### src/rtl/cp0.sv
// cp0: coprocessor-0 exception and interrupt controller at the M stage.
// Decides when fetch is redirected to the handler or back to EPC on eret,
// and holds the SR, Cause, EPC and PRId registers for mfc0/mtc0.
module cp0 #(
    parameter logic [31:0] HANDLER_ADDR = 32'h0000_4180,
    parameter logic [31:0] PRID_VALUE   = 32'h0000_0000
) (
    input  logic        clk,
    input  logic        Reset,
    input  logic [31:0] pc_m,
    input  logic        valid_m,
    input  logic        bd_m,
    input  logic [4:0]  exc_code_m,
    input  logic        eret_m,
    input  logic [5:0]  hw_int,
    input  logic        we,
    input  logic [4:0]  addr,
    input  logic [31:0] wdata,
    output logic [31:0] rdata,
    output logic        if_handler,
    output logic [31:0] handler_pc,
    output logic [31:0] epc
);

    // SR fields
    logic [5:0]  im;
    logic        exl;
    logic        ie;

    // Cause fields
    logic        bd;
    logic [5:0]  ip;
    logic [4:0]  exc_code;

    // EPC storage; the low two bits are kept at zero by every writer
    logic [31:0] epc_reg;

    // Request terms
    logic        int_req;
    logic        exc_req;
    logic        ret_req;
    logic        take_req;
    logic [31:0] victim_pc;

    // Derive the request terms from the M-stage inputs and current state
    always_comb begin
        int_req   = valid_m & ie & ~exl & (|(hw_int & im));
        exc_req   = valid_m & (exc_code_m != 5'd0);
        ret_req   = valid_m & eret_m & ~exc_req;
        take_req  = int_req | exc_req;
        victim_pc = bd_m ? (pc_m - 32'd4) : pc_m;
    end

    // Mealy redirect: reset suppresses it, handler entry beats eret
    always_comb begin
        if_handler = 1'b0;
        handler_pc = HANDLER_ADDR;
        if (!Reset) begin
            if (take_req) begin
                if_handler = 1'b1;
                handler_pc = HANDLER_ADDR;
            end else if (ret_req) begin
                if_handler = 1'b1;
                handler_pc = epc_reg;
            end
        end
    end

    // Register state: reset, then exception/interrupt, eret, mtc0 in priority order
    always_ff @(posedge clk) begin
        if (Reset) begin
            im       <= 6'd0;
            exl      <= 1'b0;
            ie       <= 1'b0;
            bd       <= 1'b0;
            ip       <= 6'd0;
            exc_code <= 5'd0;
            epc_reg  <= 32'd0;
        end else begin
            ip <= hw_int;
            if (take_req) begin
                if (!exl) begin
                    epc_reg <= {victim_pc[31:2], 2'b00};
                    bd      <= bd_m;
                end
                exc_code <= int_req ? 5'd0 : exc_code_m;
                exl      <= 1'b1;
            end else if (ret_req) begin
                exl <= 1'b0;
            end else if (we) begin
                case (addr)
                    5'd12: begin
                        im  <= wdata[15:10];
                        exl <= wdata[1];
                        ie  <= wdata[0];
                    end
                    5'd14: epc_reg <= {wdata[31:2], 2'b00};
                    default: ;
                endcase
            end
        end
    end

    // mfc0 read mux over pre-edge register values
    always_comb begin
        rdata = 32'd0;
        case (addr)
            5'd12: rdata = {16'd0, im, 8'd0, exl, ie};
            5'd13: rdata = {bd, 15'd0, ip, 3'd0, exc_code, 2'd0};
            5'd14: rdata = epc_reg;
            5'd15: rdata = PRID_VALUE;
            default: rdata = 32'd0;
        endcase
    end

    assign epc = epc_reg;

endmodule

### config.mk
export PLATFORM = sky130hd
export DESIGN_NAME = cp0
export DESIGN_NICKNAME = d
export VERILOG_FILES = /design/src/rtl/cp0.sv
export SDC_FILE = /design/constraint.sdc
export NUM_CORES = 1
export LEC_CHECK = 0
export CAP_MARGIN = 10
export CORE_AREA = 10 10 101 103
export CTS_CLUSTER_DIAMETER = 100
export CTS_CLUSTER_SIZE = 24
export DETAILED_ROUTE_END_ITERATION = 12
export DIE_AREA = 0 0 111 113
export GPL_TIMING_DRIVEN = 0
export PLACE_DENSITY = 0.95
export SLEW_MARGIN = 30
export SYNTH_ARGS = -nofsm -noshare
export SYNTH_HDL_FRONTEND = slang
export SYNTH_SLANG_ARGS = --single-unit
### constraint.sdc
create_clock -name clk -period 3.3 [get_ports clk]
set_input_delay 0.33 -clock clk [delete_from_list [all_inputs] [get_ports clk]]
set_output_delay 0.33 -clock clk [all_outputs]
set_load 0.1 [all_outputs]
; ---- After elaboration in Yosys (flattened, before gate mapping)
; Cells that the tools add are included.
[op_classes]
addsub = 1
n_eq_ne = 5
muxes = 18
bitwise = 12
reduce_logical = 10
[ops]
columns = op, n
row1 = $mux W32, 9
row2 = $pmux W32 S3, 1
row3 = $sub A32 B3 Y32 const B, 1
row4 = $eq A5 B4 Y1 const B, 3
row5 = $reduce_and A4 Y1, 2
row6 = $mux W1, 7
row7 = $and A1 B1 Y1, 6
row8 = $and A6 B6 Y6, 1
row9 = $reduce_bool A3 Y1, 2
row10 = $reduce_or A6 Y1, 1
row11 = $mux W5, 1
row12 = $reduce_bool A5 Y1, 1
row13 = $not A1 Y1, 4
row14 = $reduce_and A2 Y1, 2
row15 = $reduce_bool A2 Y1, 2
row16 = $ne A2 B1 Y1 const B, 1
row17 = $ne A2 B2 Y1 const B, 1
row18 = $or A1 B1 Y1, 1
[word_totals]
register_bits = 52
in_bits = 86
out_inout_bits = 97
word_cells = 53

; ---- Longest topological paths before layout
[depth]
word_depth = 7
depth_mapped = 8
depth_no_buf = 7

; ---- Least setup slack after synthesis
; Ideal clock, no wire load.
[synth_timing]
kind = input-to-output
start = input addr[1]
end = output rdata[0]
arrival_ns = 3.733
required_time_ns = 2.970
path_slack_ns = -0.763
path_stages = 2
path_buffers = 1
path_cell_list = clkbuf_1 > nor4b_1
[synth_via]
elab_chain_cells = 2
elab_cells_between_ends = 4
classes_between = 3 x eq/ne / 1 x mux
[synth_lines]
columns = element, line
row1 = start: declaration, 17  ; input logic [4:0] addr,
row2 = $eq A5 B4 Y1, 107  ; case (addr)
row3 = $pmux W32 S3 *, 107
row4 = end: declaration, 19  ; output logic [31:0] rdata,
; Every way passes the cells marked *; elsewhere a longest branch is shown, timed or not.

; ---- Final worst setup path
[layout_timing]
start = input exc_code_m[1]
end = output handler_pc[2]
[layout_via]
elab_chain_cells = 7
elab_cells_between_ends = 8
classes_between = 3 x mux / 4 x bitwise / 1 x reduce/logical
[layout_lines]
columns = element, line
row1 = start: declaration, 13  ; input logic [4:0] exc_code_m,
row2 = $reduce_bool A5 Y1 *, 48  ; exc_req = valid_m & (exc_code_m != 5'd0);
row3 = $and A1 B1 Y1 *, 48
row4 = $not A1 Y1, 49  ; ret_req = valid_m & eret_m & ~exc_req;
row5 = $and A1 B1 Y1, 49
row6 = $mux W32, 62  ; end else if (ret_req) begin
row7 = $mux W32 *, 59  ; if (take_req) begin
row8 = $mux W32 *, 58  ; if (!Reset) begin
row9 = end: declaration, 21  ; output logic [31:0] handler_pc,
; Marked as above.

==> impl_metrics.ini <==
[worst_setup_path]
critical_path.reg2reg.startpoint = im[0]
crit_path_max_fanout = 9
path_class = primary input to output port
r2r_slack_ps = 1300
crit_arrival_ps = 2870
worst_setup_path_end_kind = output port
crit_required_ps = 2970
start_kind = primary input
worstReg2RegEnd = ie
reg2regPathDepth = 6

[clock_network]
clockRootBuffer = clkbuf_8
cts.sinks = 50
insertion_delay_ps = 310
hold_buffers = 0
clockBufferDepth = 2
cts_made_buffers = 5
path_clk_slew_ps = 90
h-tree-depth = 2
cts_tree = yes

[timing]
final_hold_viol_count = 0
rsz0062_at_grt = false
relSlewSlack_pct = 33.49
setup-tns-final_ps = 0
fmax_ghz = 0.3128
timing.final.max_slew_violations = 0
clock_skew_ps = 4.917
tightest_slew_ps = 994.5
setup_viol = 0
finalCritPeriodShare_pct = 96.89
finalCriticalPeriod_ps = 3197

[cells_and_area]
largest_reg_flops = 30
area_growth_pct = 54.71
final_core_util_pct = 66.94
diodes = 0
drive_above_1_share_pct = 15.60
finish.instance_area_um2 = 5445
nNetsFinal = 727

[routing]
drt_iter0_markers = 334
via_count = 4295
routed_wirelength_mm = 14.77
wl_per_cell_um = 19.80
first_pass_iters = 5
routed_via_density = 5.757
drc_errors = 0
antenna_left = 0

[worst_hold_path]
min_to = bd
holdPathStages = 3
min_from = bd_m
hold_path_class = primary input to flop

[yosys]
ys_types = 52
yosys.area.top_type = dfxtp_1
syn_area_um2 = 3520
yosys_register_bits = 50
ys_async_sr_fraction_pct = 0
synth-edff-count = 0
syn_avg_cell_area_um2 = 7.718
yosysTopAreaCellShare_pct = 28.44
ys.flop_type = dfxtp_1
seq_area_frac_synth_pct = 28.44
ys_top_cells_by_count = 50 x dfxtp_1, 46 x and2_1, 41 x a21oi_1
synth_area_leaders = dfxtp_1 28%, and2_1 8.2%, a21oi_1 5.8%
synthCells = 456
yosysMostFrequentCell = dfxtp_1
yosys_warnings = 0

[place]
placed_area_um2 = 5416
dp_hpwl_mm = 12.23
place.gp.congestion = 0.9205
place.port_buffers = 174

[floorplan]
core_um2 = 8134
initial_core_util_pct = 43.27
num_rows = 33
die_width_um = 111
dieArea_um2 = 12540
chipHeight_um = 113
ioPinCount = 183

[power_and_ir_drop]
internal-power_uw = 1089
p_clk_share_pct = 24.9
seq_power_share_pct = 38.1
ir_worst_vdd_mv = 0.1852
p_sw_share_pct = 39.17
finalPower_uw = 1789
p_per_area_nw_per_um2 = 328.6
leakagePower_uw = 0.002085
pwr-share-comb_pct = 37.0
switching_power_uw = 700.9

[global_routing]
grt_max_degree = 17
grt_pass1_wl_mm = 23.45
grt.total_usage_pct = 22.38
antenna_found_initial = 0
grt_pass1_vias = 4309
grt.overflow.total = 0

[run]
cap_violations = 0

[outcome]
outcome = finished clean
-- stage by stage --
step	hold slack, ps	cells	setup slack (ps)
detailed placement	456.3	738	-968.6
global placement	442.9	738	-889.1
floorplan	432.3	459	93.47
global route	372.2	746	3.488
CTS	347.3	746	0.1743
finish	358.4	746	102.6
-- power groups by stage --
stage / Sequential [uW] / Combinational, uW / Clock [uW]
after floorplan: 894 / 213 / 0
after global placement: 693 / 650 / 0
after detailed placement: 695 / 659 / 0
after CTS: 681 / 659 / 444
after global routing: 688 / 694 / 472
final: 682 / 662 / 445
-- layout make-up --
class	count	area, um2
multi-input cells	365	2344
repair buffers	174	1643
clock inverters	3	43.79
flip-flops and latches	50	1001
fillers	669	2689
clock buffers	5	68.82
inverters	7	26.28
well taps	105	131.4
plain buffers	37	187.7
-- placed cells by master, fill, tap and decap left out, types with 9 or more instances in the layout --
cell and n:
nor2_1 35, o31ai_1 11, dfxtp_1 50, clkbuf_1 19, and3_1 15, nand2_1 36, nand3b_1 13, nor4_1 13
clkdlybuf4s15_2 16, clkdlybuf4s50_1 113, a21oi_1 41, buf_4 20, buf_2 9, nor3_1 16, mux2i_1 13, or3_1 9
o22ai_1 15, and2_1 46, a22oi_1 12, xnor2_1 12, clkbuf_2 17
-- cells by family after synthesis --
| family | synth area share (%) |
|---|---|
| AOI/OAI and AO/OA | 20.37 |
| xor gates and xnor gates | 4.479 |
| adders and majority gates | 0.3554 |
| buffers and inverters | 5.901 |
| DFF | 28.44 |
| muxes | 4.017 |
| other | 0.1065 |
| and+or+nand+nor | 36.33 |
-- timing repair --
action | in CTS | in global routing
gates resized for setup | 205 | 42
buffers inserted | 0 | 0
pin swaps | 0 | 0
hold endpoints to repair | 0 | 0
setup endpoints to repair | 61 | 38
-- routing by layer --
metal | vias up | share of wire, % | GRT usage (%)
li1 | 2021 | - | -
met1 | 1991 | 39 | 25.38
met2 | 254 | 49 | 39.35
met3 | 29 | 9.2 | 6.233
met4 | 0 | 2.8 | 7.986
met5 | - | 0 | 0
-- worst max-delay path, stage by stage --
cell             delay (ps)
clkdlybuf4s50_1         430
or4_4                   600
or3_1                   350
buf_2                   180
nor2_4                  250
and2_1                  170
clkdlybuf4s15_2         550
-- how the worst max path moves through the flow --
stage,startpoint,to,cells past startpoint
floorplan,valid_m,if_handler,6
global placement,exc_code_m[1],handler_pc[20],8
detailed placement,exc_code_m[1],handler_pc[17],8
CTS,addr[0],rdata[2],7
global route,exc_code_m[1],handler_pc[9],7
finish,exc_code_m[1],handler_pc[2],7
No activity file was read; power rests on OpenSTA's default activity.
